**config.mk**
```make
export PLATFORM = sky130hd
export DESIGN_NAME = scan_mux_n_to_1
export DESIGN_NICKNAME = d
export VERILOG_FILES = /design/src/rtl/scan_mux_n_to_1_pkg.sv /design/src/rtl/scan_mux_n_to_1_timer.sv /design/src/rtl/scan_mux_n_to_1.sv
export SDC_FILE = /design/constraint.sdc
export NUM_CORES = 1
export LEC_CHECK = 0
export ABC_AREA = 1
export CORE_ASPECT_RATIO = 0.75
export CORE_UTILIZATION = 45
export CTS_BUF_LIST = sky130_fd_sc_hd__clkbuf_16
export DETAILED_ROUTE_END_ITERATION = 7
export PLACE_DENSITY = 0.88
export SYNTH_ARGS = -nofsm -noshare
export SYNTH_HDL_FRONTEND = slang
export SYNTH_SLANG_ARGS = --single-unit
```
**constraint.sdc**
```tcl
create_clock -name clk -period 2.7 [get_ports clk]
set_input_delay 0.54 -clock clk [delete_from_list [all_inputs] [get_ports clk]]
set_output_delay 0.54 -clock clk [all_outputs]
set_load 0.005 [all_outputs]
```
**src/rtl/scan_mux_n_to_1_pkg.sv**
```systemverilog
// scan_mux_pkg: mode encodings, default parameters and digit-enable helper for scan_mux_n_to_1
package scan_mux_pkg;
    localparam logic MODE_MANUAL = 1'b0;
    localparam logic MODE_AUTO   = 1'b1;
    localparam int DEF_W     = 4;
    localparam int DEF_N     = 4;
    localparam int DEF_CH    = 2;
    localparam int DEF_DIV   = 1000;
    localparam int DEF_BLANK = 2;
    // One bit of the active-low one-hot digit enable: low only at the selected position
    function automatic logic dig_bit_n(input int unsigned slot, input int unsigned pos);
        return slot != pos;
    endfunction
endpackage

```
**src/rtl/scan_mux_n_to_1_timer.sv**
```systemverilog
// scan_timer: prescaler, slot register and wrap pulse for scan_mux_n_to_1
module scan_timer
    import scan_mux_pkg::*;
#(
    parameter int N     = DEF_N,
    parameter int DIV   = DEF_DIV,
    parameter int BLANK = DEF_BLANK,
    parameter int SW    = $clog2(N)
) (
    input  logic          clk,
    input  logic          rst_n,
    input  logic          mode,
    input  logic [SW-1:0] sel,
    output logic [SW-1:0] slot,
    output logic          wrap,
    output logic          blank
);
    localparam int PW = $clog2(DIV);
    logic [PW-1:0] r_presc;
    logic [SW-1:0] r_slot;
    logic          r_wrap;
    logic          w_step;
    assign w_step = r_presc == PW'(DIV - 1);
    always_ff @(posedge clk or negedge rst_n) begin
        if (!rst_n) begin
            r_presc <= '0;
            r_slot  <= '0;
            r_wrap  <= 1'b0;
        end else if (mode == MODE_MANUAL) begin
            r_presc <= '0;
            r_slot  <= sel;
            r_wrap  <= 1'b0;
        end else begin
            r_presc <= w_step ? '0 : r_presc + PW'(1);
            r_slot  <= r_slot + SW'(w_step);
            r_wrap  <= w_step && (r_slot == SW'(N - 1));
        end
    end
    assign slot  = r_slot;
    assign wrap  = r_wrap;
    assign blank = r_presc < PW'(BLANK);
endmodule

```
**src/rtl/scan_mux_n_to_1.sv**
```systemverilog
// scan_mux_n_to_1: CH-channel N:1 registered mux with auto-scan digit drive.
// Define SCAN_BLANK_EN to blank outputs for BLANK cycles at the start of each auto slot.
module scan_mux_n_to_1
    import scan_mux_pkg::*;
#(
    parameter int W     = DEF_W,
    parameter int N     = DEF_N,
    parameter int CH    = DEF_CH,
    parameter int DIV   = DEF_DIV,
    parameter int BLANK = DEF_BLANK,
    parameter int SW    = $clog2(N)
) (
    input  logic              clk,
    input  logic              rst_n,
    input  logic              mode,
    input  logic [SW-1:0]     sel,
    input  logic [CH-1:0]     s_n,
    input  logic [CH*N*W-1:0] d,
    output logic [CH*W-1:0]   y,
    output logic [SW-1:0]     slot,
    output logic [N-1:0]      dig_n,
    output logic              wrap
);
`ifdef SCAN_BLANK_EN
    localparam bit BLANK_EN = 1'b1;
`else
    localparam bit BLANK_EN = 1'b0;
`endif
    logic         w_timer_blank;
    logic         w_blank;
    logic [N-1:0] w_dig_n;
    logic [N-1:0] r_dig_n;
    scan_timer #(.N(N), .DIV(DIV), .BLANK(BLANK), .SW(SW)) u_timer (
        .clk   (clk),
        .rst_n (rst_n),
        .mode  (mode),
        .sel   (sel),
        .slot  (slot),
        .wrap  (wrap),
        .blank (w_timer_blank)
    );
    // Manual mode is never blanked
    assign w_blank = BLANK_EN && (mode == MODE_AUTO) && w_timer_blank;
    for (genvar i = 0; i < N; i++) begin : g_dig
        assign w_dig_n[i] = dig_bit_n(32'(slot), i);
    end
    always_ff @(posedge clk or negedge rst_n) begin
        if (!rst_n) r_dig_n <= '1;
        else        r_dig_n <= w_blank ? '1 : w_dig_n;
    end
    assign dig_n = r_dig_n;
    for (genvar c = 0; c < CH; c++) begin : g_ch
        logic [W-1:0] w_in [N];
        logic [W-1:0] r_y;
        for (genvar i = 0; i < N; i++) begin : g_in
            assign w_in[i] = d[(c*N+i)*W +: W];
        end
        always_ff @(posedge clk or negedge rst_n) begin
            if (!rst_n) r_y <= '0;
            else        r_y <= (s_n[c] || w_blank) ? '0 : w_in[slot];
        end
        assign y[c*W +: W] = r_y;
    end
endmodule
```
==> impl_results.md <==
- Status: complete, no violations
- Reg clk slew, reported paths: roughly 0.06 ns
- Placed insts: between 200 and 250
- Max cap viols: 0
- Num rows: 16
- Worst vdd ir: 0.0004206 V
- Static Leakage: roughly 0.86 nW
- Syn_nets: 200
- Sequential share of the synthesized area: about half
- Reg2Reg Depth: 5
- Maximum clock insertion buffer count: 2
- Largest family of logic cells by synthesized area: simple AND/OR/NAND/NOR gates
- H-tree Lvls: 1
- Initial DRC count: 46
- Post-synth EDFFs: 0
- R2r setup slk: 1.04 ns
- CTS Buf Count: 3
- Final Wtd Congestion: about 1.0
- Final hold viol count: 0
- Top-count cell post-synth: nand2_1
- Max Freq: between 400 and 500 MHz
- Crit path launch type: flip-flop
- Core box area: around 2600 um^2
- Synth Area in XOR/XNOR: under 10%
- Largest net degree at the start of global routing: 26
- Initial Util: 47.57%
- Synth area leader: dfrtp_1
- Synth warn: 0
- CTS tree: built
- Worst setup margin: roughly 0.67 ns
- Avg Cell Area, Syn: 7.846 um^2
- WP buf/inv: 1
- Vias post-DR: approximately 1300
- Post-synth top cells: 60 x nand2_1, 21 x dfrtp_1, 17 x nor2_1
- Distinct cells, synth: 21
- DP HPWL: between 2000 and 2500 um
- CP max stage delay: between 0.6 and 0.7 ns
- Initial antenna violation count: 0
- Arr. time, crit path: 1.49 ns
- Setup violators final: 0
- Slowest CP cell: dfrtp_1
- Clock Root Buffer: clkbuf_16
- Rel. slew slack: 67.29%
- Hold buffers post-CTS: 0
- Final ANT Viol Nets: 0
- Port bufs: 53
- Synth Flop Type: dfrtp_1
- Netlist Area Pre-Place: 1247 um^2
- Final Power: 0.0009053 W
- Clock latency on the worst-skew pair: 0.25 ns
- Async S/R FF share, synth: 100.0%
- Critical path, cell by cell: clkdlybuf4s50_1
- Top cell family by delay on the critical path: flip-flops
- GRT overflow: 0
- Top post-synthesis cells by area: dfrtp_1 42%, nand2_1 18%, dfstp_2 8.4%, nand3_1 6.4%, nor2_1 5.1%
- Final min period: 2.028 ns
- Worst r2r src: u_timer.slot[0]
- Critical Path RT: between 2 and 2.5 ns
- Number of global-route vias before repair: between 1000 and 1500
- First-pass GRT wire length: ~4500 um
- Hold Path Cell Cnt: 1
- Die Ht: approximately 48 um
- Worst setup path category: reg -> out
- Routed length per placed instance: 12.24 um
- Post-route DRC violation count: 0
- FILL cells: around 200
- Mux cell area share after synthesis: 0%
- Yosys reg bits: 25
- Post-CTS Resized: 0
- Sum Neg Setup Slack: 0 ns
- Non-Filler Instances: 250
- Simple-gate portion of the synthesized area: 34.20%
- Share of the synthesized area in the top cell type: roughly 42%
- Vias per cell: between 5 and 6
- Clock tree sinks: 25
- Cells after Synth: about 160
- DIE AREA: between 2000 and 3000 um^2
- Reg2reg end: g_ch[1].r_y[1]
- Final period util: about three quarters
- Synth Area in Compound Gates: under 10%
- Synth-to-Final Area Change: 51.45%
- # IOs: 54
- Die Wd: 62.80 um
- Nets: 256
- CP max FO: 13
- First-pass DRT Iterations: 4
- Crit path launch: u_timer.slot[1]
- Layout cell share with drive strength beyond 1: roughly 7.5%
- Slew Viols, Final: 0
- Worst Hold Class: reg -> reg
- Pwr Density: 479.2 nW/um^2
- Worst-margin pin slew: a little under 0.5 ns
- Clock skew: between 0.0015 and 0.002 ns
- Setup crit end kind: output port
- GRT Util Overall: 20.49%
- Post-Synth Adder-Cell Area: under 10%
- Worst Setup Slack post-DPL: between 0.9 and 1 ns
- Total routed wirelength: about 3100 um
- Buffer count from post-CTS setup fixing: 0
- Critical Path Sink: slot[1]
- WP depth: 1
- Number of diodes: 0
- Unrepaired setup endpoints after global routing: no
worst min path at each step:
stage,to,slack [ns],from
floorplan,g_ch[0].r_y[0],0.24,rst_n
global placement,u_timer.r_presc[0],0.45,u_timer.r_presc[0]
detailed placement,u_timer.r_presc[0],0.46,u_timer.r_presc[0]
CTS,u_timer.r_presc[0],0.47,u_timer.r_presc[0]
global route,u_timer.r_presc[0],0.50,u_timer.r_presc[0]
finish,u_timer.r_presc[0],0.47,u_timer.r_presc[0]
stage by stage:
stage | hold WS (ns) | utilization [%] | area [um^2]
after floorplan | 0.2444 | - | 1247
after global placement | 0.4466 | 69.04 | 1810
after detailed placement | 0.4609 | 69.04 | 1810
after CTS | 0.4691 | 72.04 | 1889
after global routing | 0.4963 | 72.04 | 1889
final | 0.4681 | 72.04 | 1889
layout by cell type, fill, tap and decap left out, drive strengths merged:
master and instances:
nand3 16, xor2 1, dfstp 4, dfrtp 21
xnor2 2, a31oi 8, a21oi 1, buf 1
nor2 19, clkdlybuf4s50 53, a21o 1, nor3 3
clkbuf 3, ha 2, nand2 64, inv 11
o21ai 2, clkinv 2
final cells by class:
type,count,area [um^2],area share [%]
Clock buffer,3,75.07,3.974
Clock inverter,1,3.754,0.1987
Inverter,12,45.04,2.384
Multi-Input combinational cell,119,551.8,29.21
Sequential cell,25,630.6,33.38
Tap cell,36,45.04,2.384
Timing Repair Buffer,54,538.0,28.48
power breakdown:
group          internal, W  switching (W)  total, W
clock network     0.000197       0.000118  0.000316
registers         0.000401      0.0000176  0.000419
logic             0.000103      0.0000678  0.000171
total             0.000702       0.000203  0.000905
cell families after synthesis:
| group | after synthesis |
|---|---|
| DFF | 25 |
| buffers and inverters | 15 |
| xor gates and xnor gates | 3 |
| adders and majority gates | 2 |
| and+or+nand+nor | 102 |
| AOI/OAI and AO/OA | 12 |
metal layers:
metal | track usage, % | share of wire (%)
met5 | 0 | 0
met4 | 4.186 | 0.69
met1 | 26.17 | 45
met2 | 37.39 | 50
met3 | 4.524 | 4.9
registers in the layout (all words and copies together), names as in the netlist:
| name | cells |
|---|---|
| dig_n | 4 |
| u_timer.r_presc | 10 |
| g_ch.r_y | 8 |
| u_timer.wrap | 1 |
| u_timer.slot | 2 |
Note: power is estimated with default switching activity, not from simulation.
